### src/rtl/fir_pkg.sv
// fir_pkg: shared types, widths and helpers for the FIR sample feeder.
package fir_pkg;
  localparam int FIR_WIDTH = 16;
  typedef enum logic [1:0] {WAIT_READY, HAVE_CREDIT, ISSUE} feeder_state_t;
  function automatic int clog2(input int v);
    int r = 0;
    while ((1 << r) < v) r++;
    return r;
  endfunction
endpackage

### src/rtl/fir_feed_fifo.sv
// fir_feed_fifo: synchronous FIFO with registered full/empty/level and flush.
module fir_feed_fifo
  import fir_pkg::*;
#(
  parameter int WIDTH = FIR_WIDTH,
  parameter int DEPTH = 16
) (
  input  logic                   clk,
  input  logic                   reset,
  input  logic                   flush,
  input  logic                   wr_en,
  input  logic [WIDTH-1:0]       wr_data,
  input  logic                   rd_en,
  output logic [WIDTH-1:0]       rd_data,
  output logic                   full,
  output logic                   empty,
  output logic [clog2(DEPTH):0]  level
);
  localparam int AW = clog2(DEPTH);
  localparam logic [AW:0] FULL_LVL = DEPTH[AW:0];
  logic [WIDTH-1:0] mem [DEPTH];
  logic [AW-1:0] wr_ptr, rd_ptr;
  logic [AW:0] level_nxt;
  logic do_push, do_pop;
  assign do_push = wr_en && !full && !flush;
  assign do_pop = rd_en && !empty;
  assign level_nxt = level + (AW+1)'(do_push) - (AW+1)'(do_pop);
  assign rd_data = mem[rd_ptr];
  always_ff @(posedge clk)
    if (do_push) mem[wr_ptr] <= wr_data;
  // A flush still lets the coincident pop read the head; the pointers are simply reset.
  always_ff @(posedge clk or negedge reset)
    if (!reset) begin
      wr_ptr <= '0;
      rd_ptr <= '0;
      level <= '0;
      full <= 1'b0;
      empty <= 1'b1;
    end else if (flush) begin
      wr_ptr <= '0;
      rd_ptr <= '0;
      level <= '0;
      full <= 1'b0;
      empty <= 1'b1;
    end else begin
      wr_ptr <= wr_ptr + AW'(do_push);
      rd_ptr <= rd_ptr + AW'(do_pop);
      level <= level_nxt;
      full <= level_nxt == FULL_LVL;
      empty <= level_nxt == '0;
    end
endmodule

### src/rtl/fir_sample_feeder.sv
// fir_sample_feeder: buffers upstream samples and issues one per FIR ready pulse.
module fir_sample_feeder
  import fir_pkg::*;
#(
  parameter int WIDTH = FIR_WIDTH,
  parameter int DEPTH = 16,
  parameter int START_CREDIT = 0
) (
  input  logic                   clk,
  input  logic                   reset,
  input  logic [WIDTH-1:0]       s_data,
  input  logic                   s_valid,
  output logic                   s_ready,
  input  logic                   flush,
  input  logic                   ready_for_input,
  output logic [WIDTH-1:0]       FIR_input,
  output logic                   input_valid,
  output logic [clog2(DEPTH):0]  level,
  output logic [31:0]            issued_count,
  output logic                   err_proto,
  input  logic                   err_clr
);
  localparam feeder_state_t RST_STATE = (START_CREDIT != 0) ? HAVE_CREDIT : WAIT_READY;
  feeder_state_t state;
  logic full, empty, pop, proto_err;
  logic [WIDTH-1:0] head;
  assign s_ready = !full;
  assign pop = !empty && ((state == WAIT_READY && ready_for_input) || state == HAVE_CREDIT);
  // A ready pulse outside WAIT_READY would mean a second credit; it is flagged and dropped.
  assign proto_err = ready_for_input && state != WAIT_READY;
  fir_feed_fifo #(.WIDTH(WIDTH), .DEPTH(DEPTH)) u_fifo (
    .clk(clk),
    .reset(reset),
    .flush(flush),
    .wr_en(s_valid),
    .wr_data(s_data),
    .rd_en(pop),
    .rd_data(head),
    .full(full),
    .empty(empty),
    .level(level)
  );
  always_ff @(posedge clk or negedge reset)
    if (!reset) begin
      state <= RST_STATE;
      FIR_input <= '0;
      input_valid <= 1'b0;
      issued_count <= '0;
      err_proto <= 1'b0;
    end else begin
      state <= pop ? ISSUE : state == ISSUE ? WAIT_READY :
               (state == WAIT_READY && ready_for_input) ? HAVE_CREDIT : state;
      input_valid <= pop;
      if (pop) FIR_input <= head;
      issued_count <= issued_count + 32'(state == ISSUE);
      err_proto <= proto_err || (err_proto && !err_clr);
    end
endmodule

### config.mk
export PLATFORM = sky130hd
export DESIGN_NAME = fir_sample_feeder
export DESIGN_NICKNAME = d
export VERILOG_FILES = /design/src/rtl/fir_pkg.sv /design/src/rtl/fir_feed_fifo.sv /design/src/rtl/fir_sample_feeder.sv
export SDC_FILE = /design/constraint.sdc
export NUM_CORES = 1
export LEC_CHECK = 0
export ABC_CLOCK_PERIOD_IN_PS = 3200
export CORE_MARGIN = 2
export CORE_UTILIZATION = 55
export DETAILED_ROUTE_END_ITERATION = 8
export DONT_BUFFER_PORTS = 1
export PLACE_DENSITY = 0.83
export RECOVER_POWER = 100
export SYNTH_ARGS = -nofsm -noshare
export SYNTH_HDL_FRONTEND = slang
export SYNTH_HIERARCHICAL = 1
export SYNTH_SLANG_ARGS = --single-unit
### constraint.sdc
create_clock -name clk -period 3.2 [get_ports clk]
set_clock_uncertainty 0.15 [all_clocks]
set_input_delay 0.8 -clock clk [delete_from_list [all_inputs] [get_ports clk]]
set_output_delay 0.8 -clock clk [all_outputs]
set_load 0.005 [all_outputs]
==> impl_metrics.json, run 1 <==
{
  "status": "complete, no violations",
  "dp_cells": 945,
  "crit_arrival_ns": 3.24,
  "grt_start_max_net_pins": 68,
  "p_seq_share_pct": 50.9,
  "crit_type": "reg -> reg",
  "whs_endpoint": "u_fifo/level[1]",
  "final_common_cell": "edfxtp_1",
  "place_area_sq_um": 13200,
  "min_path_type": "in -> reg",
  "fin_crit_sh_pct": 92.1,
  "clkLatencyLatePin_ns": 0.57,
  "synthCells": 663,
  "drtIter0Drc": 836,
  "place_hpwl_um": 15000,
  "hold_depth": 1,
  "antenna_found_initial": 0,
  "detail_route.wl_per_cell_um": 26.8,
  "vias": 6474,
  "power_frac_comb_pct": 12.7,
  "fin_area_sq_um": 14100,
  "ir_drop_mv": 0.453,
  "synth_edf_count": 256,
  "power_leakage_nw": 4.74,
  "final_cell_mix": "edfxtp_1, dfrtp_1, mux4_2, a22oi_1, clkbuf_16",
  "cts.sink_count": 323,
  "layout_setup_ws_ns": 0.254,
  "grt_pass1_wl_um": 39700,
  "path_cells": "clkbuf_4, mux4_2, a22oi_1, nand2_1, mux2_2",
  "cts_tree": "done",
  "reg2regPathDepth": 5,
  "wl_um": 26900,
  "layout.nets": 730,
  "async_reset_ff_share_pct": 20.7,
  "slowest_delay_ns": 0.76,
  "total_power_mw": 9.92,
  "mappedNetlistNets": 698,
  "die_width_um": 156,
  "h-tree-depth": 1,
  "ctsLongestPathBuffers": 3,
  "start_kind": "register",
  "powerDensity_nw_per_um2": 706,
  "avgSynthCellArea_sq_um": 19.1,
  "numCtsBuffers": 31,
  "yosys_warnings": 6,
  "instances_no_fill": 1005,
  "dieArea_sq_um": 24300,
  "via_per_inst": 6.44,
  "start_util_pct": 56.1,
  "reg2reg_slack_ns": 0.25,
  "cap_violations": 0,
  "cp-end-kind": "register",
  "grt_pass1_vias": 6523,
  "p_switching_mw": 2.37,
  "internal_power_mw": 7.56,
  "n_fill_cell": 1503,
  "pin_count": 78,
  "first_pass_iters": 5,
  "tightestPinTransition_ns": 1.45,
  "portBuffers": 0,
  "clk_pin_slew_worst_paths_ns": 0.06,
  "holdBufCountCts": 2,
  "cpMaxStageDelayCell": "dfrtp_2",
  "root_buffer": "clkbuf_16",
  "n_antenna_cell": 0,
  "core_area_sq_um": 22600,
  "r2r-end": "FIR_input[7]",
  "setup_violations": 0,
  "ys.flop_type": "edfxtp_1",
  "crit_fanout": 23,
  "final_antenna_net_count": 0,
  "hold_viol_final": 0,
  "rr_startpoint": "u_fifo/rd_ptr[0]",
  "netlist_area_sq_um": 12700,
  "fp-row-count": 55,
  "seq_area_frac_synth_pct": 73.8,
  "cts_setup_buffers": 0,
  "track_usage_pct": 22.3,
  "grt-ovfl-total": 0,
  "max_freq_mhz": 339,
  "drive_gt1_share_pct": 17.5,
  "fp.dieH_um": 156,
  "fin_tns_setup_ns": 0,
  "rsz0062_at_grt": "no",
  "yosys_register_bits": 323,
  "area_growth_pct": 10.8,
  "synth_cell_types": 42,
  "drc": 0,
  "pwr-share-clk_pct": 36.4,
  "period_needed_ns": 2.95,
  "crit_required_ns": 3.49,
  "ctsResizeCount": 0,
  "gp_congestion": 0.822,
  "place_ws_ns": 0.141,
  "slew_headroom_pct": 3.22,
  "sw_frac_of_total_pct": 23.9,
  "min_from": "flush",
  "maxSlewViolCount": 0
}
[worst max path at each step]
stage | to | cells after the start | from | slack, ns
2_1_floorplan | u_fifo/full | 12 | ready_for_input | 0.02
3_3_place_gp | u_fifo/full | 10 | ready_for_input | 0.27
3_5_place_dp | u_fifo/full | 10 | ready_for_input | 0.14
4_1_cts | u_fifo/full | 11 | u_fifo/empty | 0.38
5_1_grt | FIR_input[11] | 5 | u_fifo/rd_ptr[0] | 0.08
6_report | FIR_input[7] | 5 | u_fifo/rd_ptr[0] | 0.25
[through the flow]
stage	util [%]	hold slack, ns
6_report	62.1	0.146
5_1_grt	62.1	0.130
4_1_cts	62.7	0.134
3_5_place_dp	58.1	0.340
3_3_place_gp	58.1	0.342
2_1_floorplan	-	0.315
[Yosys cell counts, drive strengths merged (3+ instances only)]
cell	n	share of area (%)
edfxtp	256	61
dfrtp	66	13
mux4	64	12
a22oi	32	1.9
xnor2	30	2.1
nand2	29	0.86
nor2	28	0.83
buf	16	0.89
mux2	16	1.4
nand3	15	0.59
clkbuf	14	0.41
nand4	14	0.74
ha	12	1.2
inv	12	0.35
nor2b	9	0.44
xor2	8	0.55
nor3	6	0.24
a21oi	4	0.16
and2	4	0.20
and3	4	0.20
nand2b	3	0.15
nand4b	3	0.21
[layer usage]
layer / up-vias / share of wire (%) / track usage (%) / routed length, um
li1: 2698 / - / - / -
met2: 381 / 50 / 36.9 / 13400
met3: 64 / 10 / 6.36 / 2800
met1: 3331 / 37 / 28.7 / 9980
met4: 0 / 2.7 / 7.30 / 715
met5: - / 0 / 0 / 0
[power by group through the flow]
stage / logic, mW / registers, mW / clock network, mW
CTS: 1.29 / 5.06 / 3.66
global placement: 1.16 / 5.13 / 0
detailed placement: 1.24 / 5.14 / 0
global route: 1.37 / 5.08 / 3.80
floorplan: 1.07 / 5.01 / 0
finish: 1.26 / 5.05 / 3.62
[registers in the layout, summed over array words and instances (netlist names)]
| signal | flops |
|---|---|
| FIR_input | 16 |
| err_proto | 1 |
| input_valid | 1 |
| issued_count | 32 |
| state | 2 |
| u_fifo/empty | 1 |
| u_fifo/full | 1 |
| u_fifo/level | 5 |
| u_fifo/mem | 256 |
| u_fifo/rd_ptr | 4 |
| u_fifo/wr_ptr | 4 |
[cells by family (layout without fill, tap and decap cells)]
kind of cell             Yosys count  count (layout)  synth area share [%]
flip-flops                       323             323                  73.8
AND/OR/NAND/NOR                  125             125                  5.16
multiplexers                      80              80                  13.0
AO/OA/AOI/OAI                     42              42                  2.39
buffers and inverters             42              99                  1.66
XOR/XNOR                          38              38                  2.62
adder cells (fa/ha/maj)           13              13                  1.34
[critical path, delay by kind of cell (launching register included)]
| family | cells | cell delay (ns) |
|---|---|---|
| AND/OR/NAND/NOR | 1 | 0.14 |
| buffers and inverters | 1 | 0.62 |
| AO/OA/AOI/OAI | 1 | 0.22 |
| multiplexers | 2 | 0.89 |
| flip-flops | 1 | 0.76 |
[cell type report]
class | count | area, sq um | share of cell area (%)
flip-flops and latches | 323 | 9370 | 66.6
clock inverters | 19 | 199 | 1.41
inverters | 12 | 45.0 | 0.320
repair buffers | 29 | 176 | 1.25
clock buffers | 39 | 816 | 5.80
multi-input cells | 298 | 3100 | 22.1
well taps | 285 | 357 | 2.54
Power figures use the tool's default switching activity.
==> inputs of run 2 (changes only) <==
--- a/config.mk
+++ b/config.mk
@@ -10,7 +10,7 @@
 export CORE_UTILIZATION = 55
 export DETAILED_ROUTE_END_ITERATION = 8
 export DONT_BUFFER_PORTS = 1
-export PLACE_DENSITY = 0.83
+export PLACE_DENSITY = 0.79
 export RECOVER_POWER = 100
 export SYNTH_ARGS = -nofsm -noshare
 export SYNTH_HDL_FRONTEND = slang
==> run 2 against run 1 <==
  * Non-clock buffer count up 10
  * Total power grew 0.55%
  * Routed wire length is 3.0% lower
  * Global-route usage is 0.38 points lower
  * Largest cell class unchanged
  * Largest power group unchanged
  * Highest routed layer unchanged
==> impl_metrics.json, run 2 (synthesis results as in run 1) <==
{
  "n_fill_cell": 1512,
  "cap_violations": 0,
  "hold_viol_final": 0,
  "ctsResizeCount": 0,
  "dieArea_sq_um": 24300,
  "cts_tree": "done",
  "cts_setup_buffers": 0,
  "regArea_sq_um": 9370,
  "fin_util_pct": 62.4,
  "final_antenna_net_count": 0,
  "power_leakage_nw": 4.77,
  "area_growth_pct": 11.4,
  "root_buffer": "clkbuf_16",
  "place_area_sq_um": 13200,
  "via_per_inst": 6.27,
  "crit_arrival_ns": 3.21,
  "fin_tns_setup_ns": 0,
  "layout.nets": 740,
  "cp-end-kind": "register",
  "track_usage_pct": 21.9,
  "n_antenna_cell": 0,
  "numCtsBuffers": 31,
  "period_needed_ns": 2.92,
  "setup_violations": 0,
  "drc": 0,
  "reg_top3": "u_fifo/mem: 256 flops, issued_count: 32 flops, FIR_input: 16 flops",
  "final_cell_mix": "edfxtp_1, dfrtp_1, mux4_2, clkbuf_1, a22oi_1",
  "slew_headroom_pct": 4.96,
  "detail_route.wl_per_cell_um": 25.7,
  "tightestPinTransition_ns": 1.43,
  "cpMaxStageDelayCell": "dfstp_1",
  "crit_type": "reg -> reg",
  "path_cells": "nor2_1, o21a_1, nor2b_1, ha_1, inv_1, ha_1, fa_1, a21o_1, a21oi_1, xnor2_1, nor4bb_1",
  "regMostFlops": "u_fifo/mem",
  "clkLatencyLatePin_ns": 0.56,
  "first_pass_iters": 5,
  "status": "complete, no violations",
  "rsz0062_at_grt": "no",
  "h-tree-depth": 1,
  "gp_congestion": 0.808,
  "crit_required_ns": 3.49,
  "fp.dieH_um": 156,
  "die_width_um": 156,
  "largest_reg_flops": 256,
  "start_kind": "register",
  "crit_fanout": 3,
  "cts.sink_count": 323,
  "wl_um": 26100,
  "grt_pass1_wl_um": 39700,
  "start_util_pct": 56.1,
  "fin_area_sq_um": 14100,
  "grt_start_max_net_pins": 68,
  "core_area_sq_um": 22600,
  "clk_pin_slew_worst_paths_ns": 0.06,
  "antenna_found_initial": 0,
  "drtIter0Drc": 663,
  "powerDensity_nw_per_um2": 706,
  "vias": 6368,
  "min_path_type": "in -> reg",
  "place_hpwl_um": 16100,
  "max_freq_mhz": 342,
  "maxSlewViolCount": 0,
  "final_common_cell": "edfxtp_1",
  "fin_crit_sh_pct": 91.2,
  "holdWs_ns": 0.151,
  "ir_drop_mv": 0.378,
  "portBuffers": 0,
  "total_power_mw": 9.98,
  "slowest_delay_ns": 0.55,
  "ctsLongestPathBuffers": 3,
  "holdBufCountCts": 2,
  "fp-row-count": 55,
  "pin_count": 78,
  "cpMostUsedCell": "ha_1",
  "grt_pass1_vias": 6705,
  "drive_gt1_share_pct": 18.1,
  "grt-ovfl-total": 0,
  "multi_input_area_sq_um": 3100
}
[run 2: cell type report]
type,count,share of cell area [%]
clock buffer,39,5.91
clock inverter,19,1.42
inverter,12,0.319
multi-input combinational,298,21.9
sequential,323,66.3
tap,285,2.52
timing repair buffer,39,1.64
[run 2: report_power, final]
part | leakage [nW] | switching (mW) | internal (mW) | total (mW)
Clock | 0.520 | 1.52 | 2.17 | 3.69
Combinational | 1.08 | 0.576 | 0.678 | 1.25
Sequential | 3.18 | 0.256 | 4.77 | 5.03
[run 2: final timing paths]
kind | from | end | slack, ns | depth (start not counted)
worst max-delay path | u_fifo/empty | u_fifo/full | 0.28 | 11
worst min-delay path | flush | u_fifo/wr_ptr[0] | 0.15 | 1
worst max register to register | u_fifo/empty | u_fifo/full | 0.28 | 11
worst min register to register | issued_count[31] | issued_count[31] | 0.35 | 1
max in group asynchronous | reset | u_fifo/empty | 1.89 | 2
min in group asynchronous | reset | FIR_input[9] | 0.65 | 2
[run 2: worst max-delay path, delay by kind of cell (launching register included)]
family                   cells  cell delay (ns)
flip-flops                   1             0.55
XOR/XNOR                     1             0.14
AO/OA/AOI/OAI                3             0.50
buffers and inverters        1             0.04
adder cells (fa/ha/maj)      3             0.89
AND/OR/NAND/NOR              3             0.54
[run 2: metal layers]
layer,global-route usage (%),vias to the layer above,routed length [um]
met5,0,-,0
met1,27.7,3321,10100
met2,38.4,280,13500
li1,-,2716,-
met3,4.94,51,1850
met4,5.99,0,678
[run 2: per-stage QoR]
step / instances / setup WS [ns]
finish: 1015 / 0.280
global route: 1015 / 0.191
CTS: 1015 / 0.412
detailed placement: 955 / 0.148
global placement: 955 / 0.268
floorplan: 663 / 0.0194
==> patch (flow settings as in run 1) <==
Put one more register stage on the output `issued_count`, with the module's reset. The value now appears one clock later. The other outputs are not delayed to match.
--- a/src/rtl/fir_sample_feeder.sv
+++ b/src/rtl/fir_sample_feeder.sv
@@ -21,6 +21,8 @@
   input  logic                   err_clr
 );
   localparam feeder_state_t RST_STATE = (START_CREDIT != 0) ? HAVE_CREDIT : WAIT_READY;
+
+  logic [31:0] issued_count_s0;
   feeder_state_t state;
   logic full, empty, pop, proto_err;
   logic [WIDTH-1:0] head;
@@ -45,15 +47,23 @@
       state <= RST_STATE;
       FIR_input <= '0;
       input_valid <= 1'b0;
-      issued_count <= '0;
+      issued_count_s0 <= '0;
       err_proto <= 1'b0;
     end else begin
       state <= pop ? ISSUE : state == ISSUE ? WAIT_READY :
                (state == WAIT_READY && ready_for_input) ? HAVE_CREDIT : state;
       input_valid <= pop;
       if (pop) FIR_input <= head;
-      issued_count <= issued_count + 32'(state == ISSUE);
+      issued_count_s0 <= issued_count_s0 + 32'(state == ISSUE);
       err_proto <= proto_err || (err_proto && !err_clr);
     end
+  always_ff @(posedge clk or negedge reset) begin
+      if (!reset) begin
+          issued_count <= '0;
+      end else begin
+          issued_count <= issued_count_s0;
+      end
+  end
+
 endmodule
 
Function: changed (Yosys sat finds a counterexample within 4 cycles, from zero or initial values and one cycle with reset low).
==> patch against run 1 <==
- count of clock-buffer cells in the layout grew 14
- worst setup slack gained 46 ps
- global-route usage grew 0.28 points
- clock power grew 6.6%
- wire length grew 4.8%
- design area grew 6.7%
- synthesized area grew 6.3%
- sequential cell count grew 32
- total power grew 7.2%
- final cell count grew 7.5%
- first-iteration DRC count shrank 8.9%
- hold slack lost 120 ps
- largest cell class unchanged
- largest power group unchanged
- highest routed layer unchanged
==> patch: results (changes against run 1) <==
[setup_path]
crit_arrival_ps=3140  ; -100 ps
cpPeakStageDelay_ps=920  ; +160 ps
cp_top_family=flip-flops
critical_path.max_fanout=24  ; +4.3%
critical_path_capture_point=FIR_input[9]$_DFFE_PN0P_
rrSetupSlack_ps=300  ; +50 ps
crit_slowest_cell=sky130_fd_sc_hd__dfrtp_2

[global_route]
grt_max_degree=99  ; +46%
grt_first_pass_wirelength_um=43100  ; +8.6%
gr-usage-all-layers=0.225  ; +0.00282
grt_pass1_vias=7019  ; +7.6%

[yosys]
synth_sequential_area_ratio=0.754  ; +0.0156
fraction_of_registers_with_async_set_reset=0.279  ; +0.0714
post_synth_most_frequent_cells=sky130_fd_sc_hd__edfxtp_1 (256), sky130_fd_sc_hd__dfrtp_1 (98), sky130_fd_sc_hd__mux4_2 (55)
yosys-top-cells-area=sky130_fd_sc_hd__edfxtp_1 (57%), sky130_fd_sc_hd__dfrtp_1 (18%), sky130_fd_sc_hd__mux4_2 (9.2%), sky130_fd_sc_hd__xnor2_1 (1.9%), sky130_fd_sc_hd__a22oi_1 (1.8%)
synthesis.nets=730  ; +4.6%

[placed_design]
place.detailed.hpwl_um=16000  ; +6.3%
gpl.final_weighted_congestion=0.821  ; -0.15%
dp_worst_setup_slack_ps=192  ; +50.7 ps
place_area_mm2=0.0140  ; +6.5%

[power_and_ir_drop]
power.sequential.total_w=0.00550  ; +8.9%
leakage_nw=5.20  ; +9.8%
p_sw_w=0.00247  ; +4.4%
clockNetworkPower_w=0.00386  ; +6.6%
vdd_ir_drop_max_mv=0.347  ; -23%

[sta]
post-route-period-util=0.906  ; -0.0144

[detailed_routing]
detail_route.vias_per_cell=6.28  ; -2.6%
drtIter0Drc=762  ; -8.9%

[cts]
clkLatencyLatePin_ps=510  ; -60 ps
ctsHtreeMaxLevel=2  ; +1
cts_inserted_buffers=34  ; +9.7%

[run_status]
result_of_the_run=finished, final reports clean

[run]
max_cap_violations=0  ; unchanged

[cells_and_area]
layout_top_registers=u_fifo/mem (256), issued_count (32), issued_count_s0 (32)
layout-drive-gt1-share=0.165  ; -0.00966
finalNetCount=768  ; +5.2%

-- patch: cell count changes in the layout (fill, tap and decap cells not counted), moves of 2 or more --
cell	run 1	this run
sky130_fd_sc_hd__bufinv_16	4	2
sky130_fd_sc_hd__clkbuf_1	26	36
sky130_fd_sc_hd__clkbuf_16	31	35
sky130_fd_sc_hd__clkbuf_8	1	4
sky130_fd_sc_hd__clkinv_1	9	2
sky130_fd_sc_hd__clkinv_2	5	0
sky130_fd_sc_hd__clkinv_8	0	2
sky130_fd_sc_hd__dfrtp_1	64	96
-- patch: area by class of cell --
class	instances	area (um^2)	area share
Inverter	12	45.0	0.00300
Clock buffer	53	983	0.0656
Clock inverter	6	100	0.00667
Multi-Input combinational cell	298	3100	0.206
Timing Repair Buffer	32	200	0.0133
Tap cell	324	405	0.0270
Sequential cell	355	10200	0.678
-- patch: kinds of logic (layout without fill, tap and decap cells) --
logic type,Yosys count,in the layout,synth area share
adder cells (fa/ha/maj),13,13,0.0126
AND/OR/NAND/NOR,125,125,0.0485
XOR/XNOR,38,38,0.0247
AO/OA/AOI/OAI,42,42,0.0224
flip-flops,355,355,0.754
buffers and inverters,42,103,0.0156
multiplexers,80,80,0.123
-- patch: stage by stage --
step,hold WS (ps),instances,total power (W),utilization
6_report,30.4,1080,0.0106,0.620
5_1_grt,55.1,1080,0.0110,0.620
4_1_cts,60.1,1080,0.0107,0.626
3_5_place_dp,239,1019,0.00683,0.579
3_3_place_gp,234,1019,0.00674,0.579
2_1_floorplan,222,695,0.00653,-
-- patch: per-layer routing --
layer / global-route usage / share of wire
met5: 0 / 0
met4: 0.0868 / 0.033
met3: 0.0452 / 0.082
met2: 0.387 / 0.51
met1: 0.287 / 0.37
